### src/rtl/mem_pkg.sv
// mem_pkg: access-type and size encodings, FSM states and width defaults for the MEM stage
package mem_pkg;
    localparam int DEF_ADDR_W = 9;
    localparam int DEF_DATA_W = 32;
    localparam logic [2:0] OP_UB = 3'b000;
    localparam logic [2:0] OP_SB = 3'b001;
    localparam logic [2:0] OP_UH = 3'b010;
    localparam logic [2:0] OP_SH = 3'b011;
    localparam logic [2:0] OP_W  = 3'b100;
    localparam logic [2:0] OP_D  = 3'b101;
    localparam logic [1:0] SZ_B  = 2'b00;
    localparam logic [1:0] SZ_H  = 2'b01;
    localparam logic [1:0] SZ_W  = 2'b10;
    typedef enum logic {IDLE, DBL2} st_e;
endpackage

### src/rtl/mem_access_unit_load_formatter.sv
// load_formatter: zero/sign extension of sub-word load data by access type
module load_formatter
    import mem_pkg::*;
#(
    parameter int DATA_W = DEF_DATA_W
) (
    input  logic [2:0]        op,
    input  logic [DATA_W-1:0] din,
    output logic [DATA_W-1:0] dout
);
    always_comb
        dout = op == OP_UB ? DATA_W'(din[7:0]) :
               op == OP_SB ? {{(DATA_W-8){din[7]}}, din[7:0]} :
               op == OP_UH ? DATA_W'(din[15:0]) :
               op == OP_SH ? {{(DATA_W-16){din[15]}}, din[15:0]} : din;
endmodule

### src/rtl/mem_access_unit.sv
// mem_access_unit: MEM-stage data-memory control with load extension, LDD/STD sequencing
// and misalignment traps, registering the MEM/WB stage.
module mem_access_unit
    import mem_pkg::*;
#(
    parameter int ADDR_W = DEF_ADDR_W,
    parameter int DATA_W = DEF_DATA_W
) (
    input  logic              clk,
    input  logic              rst_n,
    input  logic              ex_valid,
    input  logic              ex_load,
    input  logic              ex_store,
    input  logic [2:0]        ex_op,
    input  logic [ADDR_W-1:0] ex_addr,
    input  logic [DATA_W-1:0] ex_sdata,
    input  logic [DATA_W-1:0] ex_sdata2,
    input  logic [DATA_W-1:0] ex_alu,
    input  logic [4:0]        ex_rd,
    input  logic              ex_rf_le,
    input  logic              flush,
    output logic [ADDR_W-1:0] dm_addr,
    output logic [DATA_W-1:0] dm_di,
    output logic [1:0]        dm_size,
    output logic              dm_rw,
    output logic              dm_e,
    input  logic [DATA_W-1:0] dm_do,
    output logic              stall_req,
    output logic              wb_valid,
    output logic              wb_rf_le,
    output logic [4:0]        wb_rd,
    output logic [DATA_W-1:0] wb_data,
    output logic              trap_misalign
);
    st_e state;
    logic [DATA_W-1:0] ld_data;
    logic legal, mem_op, dbl, aligned, active, in_dbl2, misalign, wr;

    load_formatter #(.DATA_W(DATA_W)) u_fmt (.op(ex_op), .din(dm_do), .dout(ld_data));

    // rst_n gates active so write enable and stall drop the moment reset asserts
    always_comb begin
        legal = ex_op <= OP_D;
        mem_op = (ex_load || ex_store) && legal;
        dbl = ex_op == OP_D;
        aligned = ex_op[2] ? (dbl ? ex_addr[2:0] == 3'd0 : ex_addr[1:0] == 2'd0) :
                  (ex_op[1] ? !ex_addr[0] : 1'b1);
        active = rst_n && ex_valid && !flush;
        in_dbl2 = state == DBL2;
        misalign = active && mem_op && !aligned && !in_dbl2;
        wr = active && ex_store && legal && (in_dbl2 || aligned);
        stall_req = active && !in_dbl2 && mem_op && dbl && aligned;
        dm_addr = in_dbl2 ? ex_addr + ADDR_W'(4) : ex_addr;
        dm_size = in_dbl2 ? SZ_W : (ex_op[2] ? SZ_W : (ex_op[1] ? SZ_H : SZ_B));
        dm_di = in_dbl2 ? ex_sdata2 : ex_sdata;
        dm_e = wr;
        dm_rw = wr;
    end

    always_ff @(posedge clk or negedge rst_n) begin
        if (!rst_n) begin
            state <= IDLE;
            wb_valid <= 1'b0;
            wb_rf_le <= 1'b0;
            wb_rd <= 5'd0;
            wb_data <= '0;
            trap_misalign <= 1'b0;
        end else begin
            state <= stall_req ? DBL2 : IDLE;
            wb_valid <= active;
            trap_misalign <= misalign;
            if (!active || misalign) begin
                wb_rf_le <= 1'b0;
            end else if (in_dbl2) begin
                wb_rf_le <= ex_load && ex_rf_le;
                if (ex_load) begin
                    wb_rd <= ex_rd | 5'b00001;
                    wb_data <= ld_data;
                end
            end else if (mem_op && ex_load) begin
                wb_rf_le <= ex_rf_le;
                wb_rd <= dbl ? ex_rd & 5'b11110 : ex_rd;
                wb_data <= ld_data;
            end else if (mem_op) begin
                wb_rf_le <= 1'b0;
            end else begin
                wb_rf_le <= ex_rf_le;
                wb_rd <= ex_rd;
                wb_data <= ex_alu;
            end
        end
    end
endmodule
### config.mk
export PLATFORM = sky130hd
export DESIGN_NAME = mem_access_unit
export DESIGN_NICKNAME = d
export VERILOG_FILES = /design/src/rtl/mem_pkg.sv /design/src/rtl/mem_access_unit_load_formatter.sv /design/src/rtl/mem_access_unit.sv
export SDC_FILE = /design/constraint.sdc
export NUM_CORES = 1
export LEC_CHECK = 0
export CORE_MARGIN = 2
export CORE_UTILIZATION = 35
export CTS_CLUSTER_DIAMETER = 60
export CTS_CLUSTER_SIZE = 10
export DETAILED_ROUTE_END_ITERATION = 7
export PLACE_DENSITY = 0.88
export SYNTH_ARGS = -nofsm -noshare
export SYNTH_HDL_FRONTEND = slang
export SYNTH_SLANG_ARGS = --single-unit
### constraint.sdc
create_clock -name clk -period 3.3 [get_ports clk]
set_input_delay 0.33 -clock clk [delete_from_list [all_inputs] [get_ports clk]]
set_output_delay 0.33 -clock clk [all_outputs]
set_load 0.01 [all_outputs]
==> flow_summary_export.csv <==
group,metric,value,unit
yosys,ys_ff_latch,41,
pwr,irDropWorstVdd,0.2497,mV
worst_setup_path,r2r_end,"wb_data[6]",
worst_setup_path,worstReg2RegStart,"in_dbl2",
final_layout,final_core_util,69.16,%
timing,final.setup.tns,0,ps
die,dieHeight,92.20,um
detailed_routing,vias,2843,
place,dp_hpwl,8299,um
place,portBuffers,237,
yosys,syn-cell-area,2723,sq um
place,place_congestion,0.8676,
yosys,seq_area_frac_synth,37.68,%
detailed_routing,viasPerCell,4.996,
clocking,numCtsBuffers,5,
detailed_routing,routed_wl,10270,um
run_status,status,"finished clean",
detailed_routing,firstDrtPassIters,4,
final_layout,drive_above_1_share,16.92,%
yosys,synth-edff-count,0,
yosys,avgSynthCellArea,11.49,sq um
grt,grt_pass1_vias,2989,
yosys,async_reset_ff_share,100.0,%
clocking,cts.reportedPaths.clkPinSlew,90,ps
die,core,7647,sq um
clocking,clk_path_buf_depth,2,
timing,hold_viol_final,0,
worst_setup_path,start_kind,"input pin",
worst_setup_path,rrSetupSlack,1320,ps
flow_run,cap_violations,0,
timing,period_share,81.26,%
die,row_count,32,
clocking,clock_sinks,41,
timing,slew_headroom,28.68,%
timing,worst_slew_pin_slew,1068,ps
worst_setup_path,worstSetupPathType,"in -> out",
die,die_x,92.20,um
timing,fin_worst_skew,5.330,ps
die,pin_count,238,
detailed_routing,drc,0,
clocking,root_buffer,"clkbuf_8",
detailed_routing,routedWlPerCell,18.05,um
grt,grt_max_degree,42,
min_path,hp-class,"in -> async",
clocking,cts_tree,"built",
grt,grt_pass1_wl,15800,um
timing,fin_crit,2682,ps
worst_setup_path,worst-path-max-fanout,12,
worst_setup_path,cp.required,2970,ps
worst_setup_path,crit_arrival,2350,ps
final_layout,syn_to_final_growth,94.26,%
detailed_routing,ant_nets,0,
final_layout,nets,619,
timing,rsz0062_at_grt,"false",
timing,hold_slack,120.9,ps
yosys,synth_flop_cell,"dfrtp_1",
worst_setup_path,endpoint_kind,"output port",
grt,grt_remaining_overflow,0,
clocking,h-tree-depth,2,
final_layout,num_antenna_cells,0,
timing,fmax,372.9,MHz
final_layout,layout.cells.most_common_list,"clkdlybuf4s50_1, mux2_2, dfrtp_1",
die,start_util,35.60,%
clocking,post_cts_buffers,0,
yosys,synth_nets,390,
final_layout,final_common_cell,"clkdlybuf4s50_1",
clocking,clkLatencyLatePin,290,ps
grt,track_usage,23.65,%
clocking,postCtsHoldBufs,0,
timing,drv_slew,0,
yosys,synthCells,237,
grt,antenna_found_initial,1,
yosys,synth_cell_types,37,
detailed_routing,drtIter0Drc,45,
timing,setup_viol,0,
clocking,cts_resized,0,
die,die-area,8501,sq um
pwr,p_per_area,393.8,nW/um^2
worst_setup_path,reg2reg_depth,4,
pwr,p_leak,2.088,nW
yosys,yosys_warnings,0,
final_layout,fillers,575,
kinds of logic after synthesis:
kind of cell             synth area share [%]
adder cells (fa/ha/maj)                0.4595
AO/OA/AOI/OAI                           13.47
flip-flops                              37.68
XOR/XNOR                                1.930
multiplexers                            34.70
buffers and inverters                   4.826
AND/OR/NAND/NOR                         6.940
registers in the layout, indices dropped and copies added, names as in the netlist:
| name | cells |
|---|---|
| wb_rf_le | 1 |
| in_dbl2 | 1 |
| wb_data | 32 |
| wb_rd | 5 |
| wb_valid | 1 |
| trap_misalign | 1 |
cells in the mapped netlist, drive strengths merged (3+ instances only):
master   count  area, sq um
a21oi       17        85.08
buf         18        112.6
clkbuf       3        11.26
dfrtp       41         1026
mux2        77        934.6
nand2        8        30.03
nor2        16        62.56
o2bb2ai     24        210.2
xnor2        3        26.28
xor2         3        26.28
per-layer routing:
metal / track usage [%] / vias up / share of wire (%)
met1: 27.97 / 1352 / 39
met5: 0 / - / 0.13
met2: 41.36 / 147 / 50
met4: 5.970 / 2 / 1.5
li1: - / 1326 / -
met3: 7.724 / 16 / 8.6
worst max-delay path: stages:
cell and delay [ps]:
clkdlybuf4s50_1 630, o21ai_1 260, and3_1 210, inv_1 50
nor3_1 260, clkdlybuf4s50_1 610
power breakdown:
part | internal [mW] | switching (mW) | total [mW]
clock network | 0.305 | 0.195 | 0.500
registers | 0.629 | 0.0722 | 0.701
logic | 0.586 | 0.296 | 0.882
area by class of cell:
type                            instances  area (sq um)  area share [%]
Timing Repair Buffer                  243          2425           45.85
Inverter                                2         7.507          0.1419
Sequential cell                        41          1026           19.40
Clock inverter                          3         68.82           1.301
Multi-Input combinational cell        173          1565           29.60
Tap cell                              102         127.6           2.413
Clock buffer                            5         68.82           1.301
per-stage QoR:
stage                     power [mW]  worst slack (ps)  std cells  instance area (sq um)
after floorplan                1.024              1456        237                   2723
after global placement         1.573             736.2        561                   5151
after detailed placement       1.590             649.9        561                   5151
after CTS                      2.103             658.4        569                   5289
after global routing           2.186             510.9        569                   5289
final                          2.083             618.4        569                   5289
how the worst max path moves through the flow:
stage,slack [ps],cells after the start,to,from
after floorplan,1460,5,dm_addr[7],in_dbl2
after global placement,740,6,wb_data[4],ex_op[2]
after detailed placement,650,6,wb_data[6],ex_op[2]
after global routing,510,6,stall_req,ex_op[2]
after CTS,660,6,stall_req,ex_op[2]
final,620,6,stall_req,ex_op[2]
(Power assumes the default switching activity.)
